### config.mk
export PLATFORM = sky130hd
export DESIGN_NAME = rggen_bus_arbiter
export DESIGN_NICKNAME = d
export VERILOG_FILES = /design/src/rtl/rggen_bus_arbiter.sv
export SDC_FILE = /design/constraint.sdc
export NUM_CORES = 1
export LEC_CHECK = 0
export ABC_AREA = 1
export BUFFER_PORTS_ARGS = -buffer_cell sky130_fd_sc_hd__buf_2
export CELL_PAD_IN_SITES_DETAIL_PLACEMENT = 0
export CELL_PAD_IN_SITES_GLOBAL_PLACEMENT = 1
export CORE_UTILIZATION = 12
export DETAILED_ROUTE_END_ITERATION = 7
export PLACE_DENSITY_LB_ADDON = 0.1
export SETUP_SLACK_MARGIN = 0.4
export SLEW_MARGIN = 20
export SYNTH_ARGS = -nofsm -noshare
export SYNTH_HDL_FRONTEND = slang
export SYNTH_SLANG_ARGS = --single-unit
### constraint.sdc
create_clock -name i_clk -period 1.02 [get_ports i_clk]
set_input_delay 0.051 -clock i_clk [delete_from_list [all_inputs] [get_ports i_clk]]
set_output_delay 0.051 -clock i_clk [all_outputs]
set_load 0.01 [all_outputs]
### src/rtl/rggen_bus_arbiter.sv
// Round-robin arbiter sharing one rggen native bus among several masters.
// Grant is registered and held until the downstream completes the access.
module rggen_bus_arbiter #(
   parameter int REQUESTERS    = 2,
   parameter int ADDRESS_WIDTH = 8,
   parameter int BUS_WIDTH     = 32,
   parameter int STROBE_WIDTH  = BUS_WIDTH / 8
) (
   input  logic                              i_clk,
   input  logic                              i_rst,
   input  logic [REQUESTERS-1:0]             i_valid,
   input  logic [2*REQUESTERS-1:0]           i_access,
   input  logic [ADDRESS_WIDTH*REQUESTERS-1:0] i_address,
   input  logic [BUS_WIDTH*REQUESTERS-1:0]   i_write_data,
   input  logic [STROBE_WIDTH*REQUESTERS-1:0] i_strobe,
   output logic [REQUESTERS-1:0]             o_ready,
   output logic [2*REQUESTERS-1:0]           o_status,
   output logic [BUS_WIDTH*REQUESTERS-1:0]   o_read_data,
   output logic [REQUESTERS-1:0]             o_grant,
   output logic                              o_bus_valid,
   output logic [1:0]                        o_bus_access,
   output logic [ADDRESS_WIDTH-1:0]          o_bus_address,
   output logic [BUS_WIDTH-1:0]              o_bus_write_data,
   output logic [STROBE_WIDTH-1:0]           o_bus_strobe,
   input  logic                              i_bus_ready,
   input  logic [1:0]                        i_bus_status,
   input  logic [BUS_WIDTH-1:0]              i_bus_read_data
);

   localparam int PW = (REQUESTERS > 1) ? $clog2(REQUESTERS) : 1;

   typedef enum logic {
      IDLE,
      BUSY
   } state_t;

   state_t                state_q;
   state_t                state_d;
   logic [REQUESTERS-1:0] grant_q;
   logic [REQUESTERS-1:0] grant_d;
   logic [PW-1:0]         ptr_q;
   logic [PW-1:0]         ptr_d;
   logic [PW-1:0]         gidx;
   logic [PW-1:0]         next_ptr;
   logic [REQUESTERS-1:0] pick;
   logic                  done;

   // First set bit of req, searching upward from start, wrapping around.
   function automatic logic [REQUESTERS-1:0] rr_pick(
      input logic [REQUESTERS-1:0] req,
      input logic [PW-1:0]         start
   );
      logic [REQUESTERS-1:0] win;
      logic                  found;
      int                    j;
      win   = '0;
      found = 1'b0;
      for (int i = 0; i < REQUESTERS; i++) begin
         j = (int'(start) + i) % REQUESTERS;
         if (!found && req[j]) begin
            found  = 1'b1;
            win[j] = 1'b1;
         end
      end
      return win;
   endfunction

   always_comb begin
      gidx = '0;
      for (int i = 0; i < REQUESTERS; i++) begin
         if (grant_q[i]) gidx = PW'(i);
      end
   end

   assign next_ptr = (gidx == PW'(REQUESTERS - 1)) ? '0 : gidx + PW'(1);
   assign done     = (state_q == BUSY) && i_bus_ready;

   always_comb begin
      state_d = state_q;
      grant_d = grant_q;
      ptr_d   = ptr_q;
      pick    = '0;
      unique case (state_q)
         IDLE: begin
            pick = rr_pick(i_valid, ptr_q);
            if (|pick) begin
               state_d = BUSY;
               grant_d = pick;
            end
         end
         BUSY: begin
            if (i_bus_ready) begin
               ptr_d = next_ptr;
               // The finishing master is excluded so others get the bus first.
               pick  = rr_pick(i_valid & ~grant_q, next_ptr);
               if (|pick) begin
                  grant_d = pick;
               end else begin
                  state_d = IDLE;
                  grant_d = '0;
               end
            end
         end
      endcase
   end

   always_ff @(posedge i_clk or posedge i_rst) begin
      if (i_rst) begin
         state_q <= IDLE;
         grant_q <= '0;
         ptr_q   <= '0;
      end else begin
         state_q <= state_d;
         grant_q <= grant_d;
         ptr_q   <= ptr_d;
      end
   end

   assign o_grant     = grant_q;
   assign o_bus_valid = (state_q == BUSY);

   always_comb begin
      o_bus_access     = '0;
      o_bus_address    = '0;
      o_bus_write_data = '0;
      o_bus_strobe     = '0;
      if (state_q == BUSY) begin
         o_bus_access     = i_access[2*gidx +: 2];
         o_bus_address    = i_address[ADDRESS_WIDTH*gidx +: ADDRESS_WIDTH];
         o_bus_write_data = i_write_data[BUS_WIDTH*gidx +: BUS_WIDTH];
         o_bus_strobe     = i_strobe[STROBE_WIDTH*gidx +: STROBE_WIDTH];
      end
   end

   always_comb begin
      o_ready     = '0;
      o_status    = '0;
      o_read_data = '0;
      for (int k = 0; k < REQUESTERS; k++) begin
         if (done && grant_q[k]) begin
            o_ready[k]                          = 1'b1;
            o_status[2*k +: 2]                  = i_bus_status;
            o_read_data[BUS_WIDTH*k +: BUS_WIDTH] = i_bus_read_data;
         end
      end
   end

endmodule

Word-level counts from Yosys, hierarchy flattened --
Index checks and enable logic that the tools add are counted. W data, S select, Z words.
Word-level totals: output and inout bits 119, logic and storage cells 95, input port bits 131, bits in registers 4
Cells by class: mux-type cells 53, shift-type cells 4, bitwise gates (word level) 7, add/sub/neg operators 3, equality and inequality tests 2, order comparisons 8, reductions and logical operators 15
Operators with widths (count):
- $mux W32 | 3
- $shiftx A64 B7 Y32 | 1
- $mux W2 | 16
- $mux W1 | 26
- $shiftx A16 B5 Y8 | 1
- $logic_and A1 B1 Y1 | 9
- $mux W8 | 1
- $shiftx A8 B4 Y4 | 1
- $lt A2 B3 Y1 const B | 2
- $demux W1 S1 | 4
- $ge A2 B1 Y1 const B | 2
- $lt A1 B2 Y1 const B | 2
- $mux W4 | 1
- $ne A2 B2 Y1 const B | 2
- $or A2 B2 Y2 | 2
- $pmux W2 S2 | 1
- $reduce_and A2 Y1 | 2
- $reduce_or A2 Y1 | 2
- $shiftx A4 B3 Y2 | 1
- $add A1 B1 Y1 const B | 3
- $and A1 B1 Y1 const A | 2
- $and A2 B2 Y2 | 1
- $ge A1 B1 Y1 const B | 2
- $logic_not A1 Y1 | 2
- 3 further kinds | 3

Logic depth before layout (Yosys ltp) --
Gate-level depths: netlist (run 1).
depth after elaboration 18, depth in mapped cells 8, gate-level depth less buffers 6

Worst setup path after synthesis (run 1) --
No wires, ideal clock.
kind register to output, start register state_q, in the netlist o_bus_valid, end output port o_read_data[44], setup slack -0.150 ns, required time 0.969 ns, buffers on the path 1, cell stages (with the launch flop) 6, data arrival time 1.119 ns, path through dfrtp_1 > nand2_2 > nor2_4 > inv_2 > buf_6 > nor2_1
Between the ends: longest elaborated chain between the ends 3
RTL lines:
- from (decl) | line 37 | state_t state_q;
- from (signal assigned) | line 113 | state_q <= state_d;
- $logic_and A1 B1 Y1 | line 76 | assign done = (state_q == BUSY) && i_bus_ready;
- $logic_and A1 B1 Y1 | line 140 | if (done && grant_q[k]) begin
- $mux W32 | line 140
- to (decl) | line 18 | output logic [BUS_WIDTH*REQUESTERS-1:0] o_read_data,
No other way between the ends.

Worst setup path after layout (run 1) --
start register grant_q[1], in the netlist o_grant[1], end output port o_read_data[56]
Between the ends: longest elaborated chain between the ends 2
RTL lines:
- from (decl) | line 39 | logic [REQUESTERS-1:0] grant_q;
- from (signal assigned) | line 114 | grant_q <= grant_d;
- $logic_and A1 B1 Y1 | line 140
- $mux W32 | line 140
No other way between the ends.

==> impl_metrics.json, run 1 <==
{
  "status": "complete, but fails checks",
  "violations": "negative setup slack",
  "slew_headroom_pct": 78.7,
  "clockPowerShare_pct": 7.2,
  "yosysUniqueCellTypes": 16,
  "syn_inst": 299,
  "drv_cap": 0,
  "area_delta_synth_final_pct": 216,
  "crit_path_start_kind": "flip-flop",
  "finalNetCount": 697,
  "finalSetupViolCount": 122,
  "r2r_cells": 5,
  "reg2reg_from": "o_bus_valid$_DFF_PP0_",
  "powerDensity_nw_per_um2": 2080,
  "clockBufferDepth": 2,
  "hold_ws_ns": 0.193,
  "ir_drop_uv": 1250,
  "path_clk_slew_ns": 0.03,
  "multi_input_area_um2": 1830,
  "drtAntennaViolNets": 0,
  "place_congestion": 0.699,
  "pin_count": 250,
  "arrival_ns": 1.35,
  "finalMaxSlewViolations": 0,
  "final_common_cell": "buf_2",
  "htree_levels": 1,
  "hold_depth": 4,
  "crit_required_ns": 0.97,
  "hold_start": "i_bus_ready",
  "port_buffers": 249,
  "yosys_register_bits": 4,
  "period_share_pct": 137,
  "cp_max_fo": 7,
  "p_switching_mw": 4.45,
  "num_vias": 2850,
  "synth_area_um2": 1370,
  "start_util_pct": 12.5,
  "r2r_slack_ns": -0.13,
  "clk_latency_ns": 0.23,
  "die_area_um2": 11800,
  "hold_path.class": "input pin to flip-flop",
  "final_cell_mix": "buf_2, nor2_4, nor2_2",
  "drt-total-wl_um": 8530,
  "ctsRootBufferMaster": "clkbuf_16",
  "regArea_um2": 103,
  "num_antenna_cells": 0,
  "syn_avg_cell_area_um2": 4.57,
  "skew_ns": 0.00471,
  "synth_nets": 430,
  "rsz0062_at_grt": "yes",
  "worstReg2RegEnd": "o_grant[1]$_DFFE_PP0P_",
  "endpoint_kind": "output port",
  "pwr-share-comb_pct": 89.1,
  "fillCellCount": 1185,
  "p_leak_nw": 2.25,
  "whs_endpoint": "o_bus_valid$_DFF_PP0_",
  "crit_type": "flip-flop to output port",
  "netSwitchingFraction_pct": 49.6,
  "grt_pass1_wl_um": 11900,
  "grt_start_max_net_pins": 30,
  "fmax_mhz": 715,
  "die-height_um": 109,
  "dp_hpwl_um": 6630,
  "cts_sinks": 4,
  "rows": 38,
  "seq_power_share_pct": 3.7,
  "antenna_found_initial": 0,
  "min_period_ns": 1.40,
  "wl_per_cell_um": 12.1,
  "core_area_um2": 11000,
  "post-route-drc-count": 0,
  "cts_made_buffers": 3,
  "synth_warnings": 0,
  "drt-pass1-iter-count": 4,
  "hold_viol_final": 0,
  "final_cell_count_no_fill": 705,
  "setup_slack_ns": -0.378,
  "first_global_vias": 2514,
  "worst_pin_slew_ns": 0.318,
  "grt-ovfl-total": 0,
  "drt_iter0_markers": 77,
  "die_w_um": 109,
  "drive_gt1_share_pct": 81.2,
  "placedCellCount": 693,
  "synth-seq-area-share_pct": 7.32,
  "viasPerCell": 4.04,
  "track_usage_pct": 12.9,
  "p_int_mw": 4.52,
  "cts_tree": "built"
}
worst max-delay path, cell delays in order (launching register included):
cell	delay (ns)
dfrtp_1	0.42
inv_4	0.12
nor2_4	0.06
inv_4	0.13
buf_6	0.21
nor2_4	0.03
buf_2	0.13
worst max path at each step:
stage                           start              endpoint  cells after the start  slack, ns
2_1_floorplan   o_bus_valid$_DFF_PP0_       o_read_data[34]                      5      -0.06
3_3_place_gp   o_grant[1]$_DFFE_PP0P_      o_bus_address[7]                      5      -0.16
3_5_place_dp   o_grant[1]$_DFFE_PP0P_  o_bus_write_data[25]                      5      -0.20
4_1_cts        o_grant[1]$_DFFE_PP0P_  o_bus_write_data[28]                      5      -0.36
5_1_grt        o_grant[1]$_DFFE_PP0P_       o_read_data[33]                      6      -0.43
6_report       o_grant[1]$_DFFE_PP0P_       o_read_data[56]                      6      -0.38
kinds of logic after synthesis:
family	Yosys count	synth area share, %
AO/OA/AOI/OAI	49	17.9
buffers and inverters	63	21.2
flip-flops	4	7.32
AND/OR/NAND/NOR	183	53.5
flip-flops by register name, summed over array words and instances (netlist names):
name / count
o_grant: 2
ptr_q: 1
o_bus_valid: 1
synthesized netlist by cell type (all sizes together):
master	number	share of area, %
nor2	165	48
o21ai	49	18
inv	41	11
buf	16	8.3
nand2	12	3.7
clkbuf	6	1.6
nand3	6	2.2
dfrtp	4	7.3
stage by stage:
step / util, % / setup slack (ns) / TNS (ns) / instance area, um^2 / total power [mW]
floorplan: - / -0.0645 / -4.20 / 2110 / 4.31
global placement: 33.6 / -0.160 / -11.31 / 3690 / 6.81
detailed placement: 33.6 / -0.196 / -12.14 / 3690 / 6.79
CTS: 37.7 / -0.359 / -38.78 / 4140 / 8.48
global route: 39.3 / -0.428 / -45.23 / 4320 / 9.66
finish: 39.3 / -0.378 / -39.37 / 4320 / 8.97
final cells by class:
cell class | count | area share [%]
Clock buffer | 4 | 1.83
Sequential cell | 4 | 2.38
Inverter | 41 | 3.74
Tap cell | 140 | 4.06
Timing Repair Buffer | 284 | 45.6
Multi-Input combinational cell | 232 | 42.4
power groups by stage:
stage / clock, mW / sequential [mW] / combinational [mW]
floorplan: 0 / 0.333 / 3.97
global placement: 0 / 0.327 / 6.49
detailed placement: 0 / 0.327 / 6.46
CTS: 0.655 / 0.333 / 7.49
global route: 0.661 / 0.348 / 8.65
finish: 0.647 / 0.335 / 7.99
what timing repair did:
| item | CTS | global route |
|---|---|---|
| endpoints found under the setup margin | 123 | 123 |
| endpoints found under the hold margin | 4 | 0 |
| hold buffers | 1 | 0 |
| pin swaps | 1 | 1 |
| cloned | 1 | 3 |
| resized for setup | 104 | 27 |
| buffers inserted | 2 | 1 |
routing by layer:
layer	wire (um)	track usage [%]	vias up	part of all wire (%)
li1	-	-	1439	-
met1	2940	13.2	1281	34
met2	4930	26.9	126	58
met3	602	2.03	4	7.1
met4	49	2.41	0	0.57
met5	0	0	-	0
(Power assumes the default switching activity.)
==> inputs of run 2 (changes only) <==
CORE_ASPECT_RATIO = 1.2   (was not set)
MAX_ROUTING_LAYER = met4   (was not set)
==> run 2 against run 1 <==
Against the previous run:
- the run still ends with negative setup slack left
- sequential cell count did not move
- via count grew 1.2%
- wire length is 6.1% higher
- sequential power up 13%
- first-iteration DRC count fell by 48%
- cell count is 3.3% higher
- combinational power is 7.6% higher
- highest routed layer unchanged
==> impl_metrics.json, run 2 (synthesized netlist as in run 1, its figures left out) <==
{
  "path_clk_slew_ns": 0.03,
  "clockPowerShare_pct": 6.7,
  "drv_cap": 0,
  "hold_ws_ns": 0.154,
  "clockBufferDepth": 2,
  "drt-total-wl_um": 9050,
  "ir_drop_uv": 1000,
  "wl_per_cell_um": 12.4,
  "largest_reg_flops": 2,
  "grt_pass1_wl_um": 12900,
  "antenna_found_initial": 0,
  "rsz0062_at_grt": "yes",
  "start_util_pct": 12.3,
  "arrival_ns": 1.35,
  "finalSetupViolCount": 122,
  "worst_pin_slew_ns": 0.462,
  "rows": 42,
  "port_buffers": 249,
  "place_congestion": 0.725,
  "skew_ns": 0.00578,
  "endpoint_kind": "output port",
  "pwr-share-comb_pct": 89.4,
  "cts_sinks": 4,
  "cp_slowest_cell": "dfrtp_2",
  "hold_viol_final": 0,
  "violations": "negative setup slack",
  "worstReg2RegEnd": "o_grant[0]$_DFFE_PP0P_",
  "met2_usage_pct": 28.3,
  "drtAntennaViolNets": 0,
  "drt-pass1-iter-count": 3,
  "powerDensity_nw_per_um2": 2000,
  "cp_max_fo": 8,
  "min_period_ns": 1.40,
  "crit_buf_inv": 3,
  "crit_path_end": "o_read_data[52]",
  "pin_count": 250,
  "r2r_slack_ns": -0.19,
  "final_cell_mix": "buf_2, nor2_4, buf_6",
  "cts_tree": "built",
  "grt_start_max_net_pins": 49,
  "die_w_um": 99.5,
  "dp_hpwl_um": 6630,
  "clk_latency_ns": 0.23,
  "grtUsageMet1_pct": 13.6,
  "crit_top_cell": "nor2_4",
  "path_depth": 6,
  "p_leak_nw": 2.32,
  "finalSetupTns_ns": -40.96,
  "r2r_cells": 8,
  "placed_area_um2": 3650,
  "critical-path-top-delay-family": "flip-flops",
  "track_usage_pct": 13.8,
  "period_share_pct": 137,
  "num_antenna_cells": 0,
  "finalInstanceArea_um2": 4810,
  "final_core_util_pct": 43.3,
  "grt-ovfl-total": 0,
  "finalNetCount": 706,
  "met3_usage_pct": 0.939,
  "setup_slack_ns": -0.377,
  "p_switching_mw": 4.66,
  "crit_chain": "nand2_4 -> nor2_4 -> inv_6 -> buf_12 -> nor2_4 -> buf_6",
  "fmax_mhz": 716,
  "viasPerCell": 3.96,
  "die_area_um2": 11800,
  "drt_iter0_markers": 40,
  "core_area_um2": 11100,
  "p_int_mw": 4.97,
  "die-height_um": 119,
  "cts_made_buffers": 3,
  "finalMaxSlewViolations": 0,
  "first_global_vias": 2799,
  "status": "complete, but fails checks",
  "crit_required_ns": 0.97,
  "ctsRootBufferMaster": "clkbuf_16",
  "hold_depth": 3,
  "gr-max-usage-layer": "met2",
  "reg2reg_from": "o_grant[1]$_DFFE_PP0P_",
  "final_common_cell": "buf_2",
  "netSwitchingFraction_pct": 48.4,
  "crit_path_start_kind": "flip-flop",
  "crit_type": "flip-flop to output port",
  "drive_gt1_share_pct": 82.9,
  "seq_power_share_pct": 3.9,
  "post-route-drc-count": 0,
  "htree_levels": 1,
  "num_vias": 2885,
  "slew_headroom_pct": 68.9,
  "worst_setup_path_startpoint": "o_bus_valid$_DFF_PP0_",
  "cpPeakStageDelay_ns": 0.43,
  "area_delta_synth_final_pct": 251,
  "power_mw": 9.62,
  "hold_path.class": "input pin to flip-flop"
}
run 2: power by group through the flow:
| stage | Clock, mW | Combinational (mW) | Sequential (mW) |
|---|---|---|---|
| 2_1_floorplan | 0 | 3.97 | 0.333 |
| 3_3_place_gp | 0 | 6.29 | 0.345 |
| 3_5_place_dp | 0 | 6.29 | 0.343 |
| 4_1_cts | 0.654 | 7.53 | 0.353 |
| 5_1_grt | 0.664 | 9.25 | 0.398 |
| 6_report | 0.647 | 8.60 | 0.378 |
run 2: metal layers:
layer / vias to the layer above / wire (um)
met4: 0 / 108
met3: 6 / 468
met2: 137 / 5320
li1: 1446 / -
met1: 1296 / 3150
met5: - / 0
run 2: layout make-up:
cell class / count / area [um^2]
inverters: 41 / 166
clock buffers: 4 / 78.8
multi-input cells: 232 / 1900
fillers: 1132 / 6280
flip-flops and latches: 4 / 104
well taps: 154 / 193
repair buffers: 293 / 2360
run 2: what timing repair did:
item | in CTS | in global routing
hold buffers | 1 | 0
setup buffers | 7 | 2
endpoints found under the setup margin | 123 | 123
resized for setup | 103 | 92
endpoints found under the hold margin | 4 | 0
gates cloned | 2 | 6
pin swaps | 10 | 18
run 2: worst min-delay path by stage:
stage / slack [ns] / endpoint / startpoint
4_1_cts: 0.14 / o_bus_valid$_DFF_PP0_ / i_valid[1]
6_report: 0.15 / o_bus_valid$_DFF_PP0_ / i_valid[1]
2_1_floorplan: -0.18 / o_grant[0]$_DFFE_PP0P_ / i_rst
3_5_place_dp: -0.06 / ptr_q$_DFFE_PP0N_ / i_rst
5_1_grt: 0.18 / o_bus_valid$_DFF_PP0_ / i_valid[1]
3_3_place_gp: -0.06 / ptr_q$_DFFE_PP0N_ / i_rst
run 2: worst reg2reg max path, stage by stage (launching register included):
cell,delay (ns)
dfrtp_2,0.45
inv_4,0.11
buf_12,0.15
buf_6,0.12
nand2_2,0.05
nand3_2,0.06
nand2_2,0.05
nand2_1,0.05
nand2_1,0.05
run 2: metrics by stage:
step | instances | setup slack [ns]
after floorplan | 299 | -0.0645
after global placement | 706 | -0.154
after detailed placement | 706 | -0.187
after CTS | 720 | -0.379
after global routing | 728 | -0.451
final | 728 | -0.377
==> inputs of run 3 (changes only) <==
MAX_ROUTING_LAYER = not set   (was met4)
==> run 3 against run 2 <==
Against the previous run:
- the run still ends with negative setup slack left
- global-route usage shrank 0.35 points
- utilization is the same
- largest cell class unchanged
- maximum frequency grew 0.21%
- critical path depth is the same
- wire length shrank 0.46%
- critical path type unchanged
==> impl_metrics.json, run 3 (synthesized netlist as in run 1, its figures left out) <==
{
  "grt_pass1_wl_um": 12900,
  "placed_area_um2": 3650,
  "start_util_pct": 12.3,
  "num_vias": 2876,
  "htree_levels": 1,
  "port_buffers": 249,
  "clk_latency_ns": 0.23,
  "min_period_ns": 1.39,
  "wl_per_cell_um": 12.4,
  "first_global_vias": 2793,
  "place_ws_ns": -0.187,
  "placedCellCount": 706,
  "finalInstanceArea_um2": 4810,
  "place_congestion": 0.717,
  "violations": "negative setup slack",
  "track_usage_pct": 13.4,
  "setup_slack_ns": -0.375,
  "drt-total-wl_um": 9010,
  "antenna_found_initial": 0,
  "final_cell_mix": "buf_2, nor2_4, buf_6",
  "period_share_pct": 137,
  "crit_type": "flip-flop to output port",
  "endpoint_kind": "output port",
  "drtAntennaViolNets": 0,
  "viasPerCell": 3.95,
  "die-height_um": 119,
  "drt_iter0_markers": 42,
  "dp_hpwl_um": 6630,
  "final_common_cell": "buf_2",
  "final_cell_count_no_fill": 728,
  "fmax_mhz": 717,
  "pin_count": 250,
  "crit_required_ns": 0.97,
  "largest_reg_flops": 2,
  "core_area_um2": 11100,
  "num_antenna_cells": 0,
  "finalSetupViolCount": 122,
  "die_w_um": 99.5,
  "drv_cap": 0,
  "arrival_ns": 1.34,
  "cts_sinks": 4,
  "post-route-drc-count": 0,
  "finalNetCount": 706,
  "powerDensity_nw_per_um2": 2000,
  "p_leak_nw": 2.32,
  "skew_ns": 0.00595,
  "final_core_util_pct": 43.3,
  "grt-ovfl-total": 0,
  "grt_start_max_net_pins": 49,
  "hold_viol_final": 0,
  "clockBufferDepth": 2,
  "area_delta_synth_final_pct": 251,
  "cts_tree": "built",
  "ir_drop_uv": 997,
  "ctsRootBufferMaster": "clkbuf_16",
  "hold_ws_ns": 0.151,
  "drive_gt1_share_pct": 82.9,
  "fillCellCount": 1133,
  "die_area_um2": 11800,
  "worst_pin_slew_ns": 0.463,
  "rows": 42,
  "status": "complete, but fails checks",
  "drt-pass1-iter-count": 4,
  "slew_headroom_pct": 68.8,
  "finalMaxSlewViolations": 0,
  "crit_path_start_kind": "flip-flop",
  "cp_max_fo": 8,
  "hold_path.class": "input pin to flip-flop",
  "rsz0062_at_grt": "yes",
  "path_clk_slew_ns": 0.03,
  "cts_made_buffers": 3
}
## run 3: cell counts in the layout (fill, tap and decap cells not counted)
No cell type changed its count.
## run 3: report_power, final
group          total, mW  internal, mW  switching, mW
sequential         0.376         0.235          0.141
clock              0.644         0.518          0.127
combinational       8.60          4.22           4.39
## run 3: worst max-delay path: stages (launching register included)
cell and delay (ns):
dfrtp_2 0.44, inv_4 0.07, nor2_4 0.15, inv_6 0.09, buf_12 0.16, nor2_4 0.09
buf_6 0.10
## run 3: cell type report
type                            instances  area [um^2]  share of cell area [%]
Tap cell                              154          193                    4.01
Clock buffer                            4         78.8                    1.64
Timing Repair Buffer                  293         2360                    49.2
Inverter                               41          166                    3.46
Sequential cell                         4          104                    2.16
Multi-Input combinational cell        232         1900                    39.5
## run 3: path summary, 6_finish.rpt
check                                            start                      to  slack (ns)  depth (start not counted)
worst min-delay path                        i_valid[1]   o_bus_valid$_DFF_PP0_        0.15                          3
min in group asynchronous                        i_rst  o_grant[0]$_DFFE_PP0P_        0.26                          3
worst max register to register  o_grant[1]$_DFFE_PP0P_  o_grant[0]$_DFFE_PP0P_       -0.19                          8
max in group asynchronous                        i_rst  o_grant[1]$_DFFE_PP0P_        0.59                          3
worst min register to register   o_bus_valid$_DFF_PP0_   o_bus_valid$_DFF_PP0_        0.62                          2
worst max-delay path            o_grant[1]$_DFFE_PP0P_         o_read_data[52]       -0.37                          6
## run 3: through the flow
stage	setup TNS (ns)	power (mW)
3_5_place_dp	-12.32	6.64
5_1_grt	-48.19	10.3
2_1_floorplan	-4.20	4.31
6_report	-40.67	9.62
4_1_cts	-41.53	8.53
3_3_place_gp	-11.43	6.63
## run 3: timing repair
item                                    CTS  global route
gates resized for setup                 103            92
hold buffers                              1             0
endpoints found under the hold margin     4             0
setup buffers                             7             2
pin swaps                                10            18
endpoints found under the setup margin  123           123
cloned                                    2             6
## run 3: metal layers
metal	vias to the layer above	part of all wire [%]	global-route usage, %
met5	-	0	0
met2	137	59	28.2
met4	0	1.1	3.68
li1	1446	-	-
met3	6	5.6	1.29
met1	1287	35	13.5
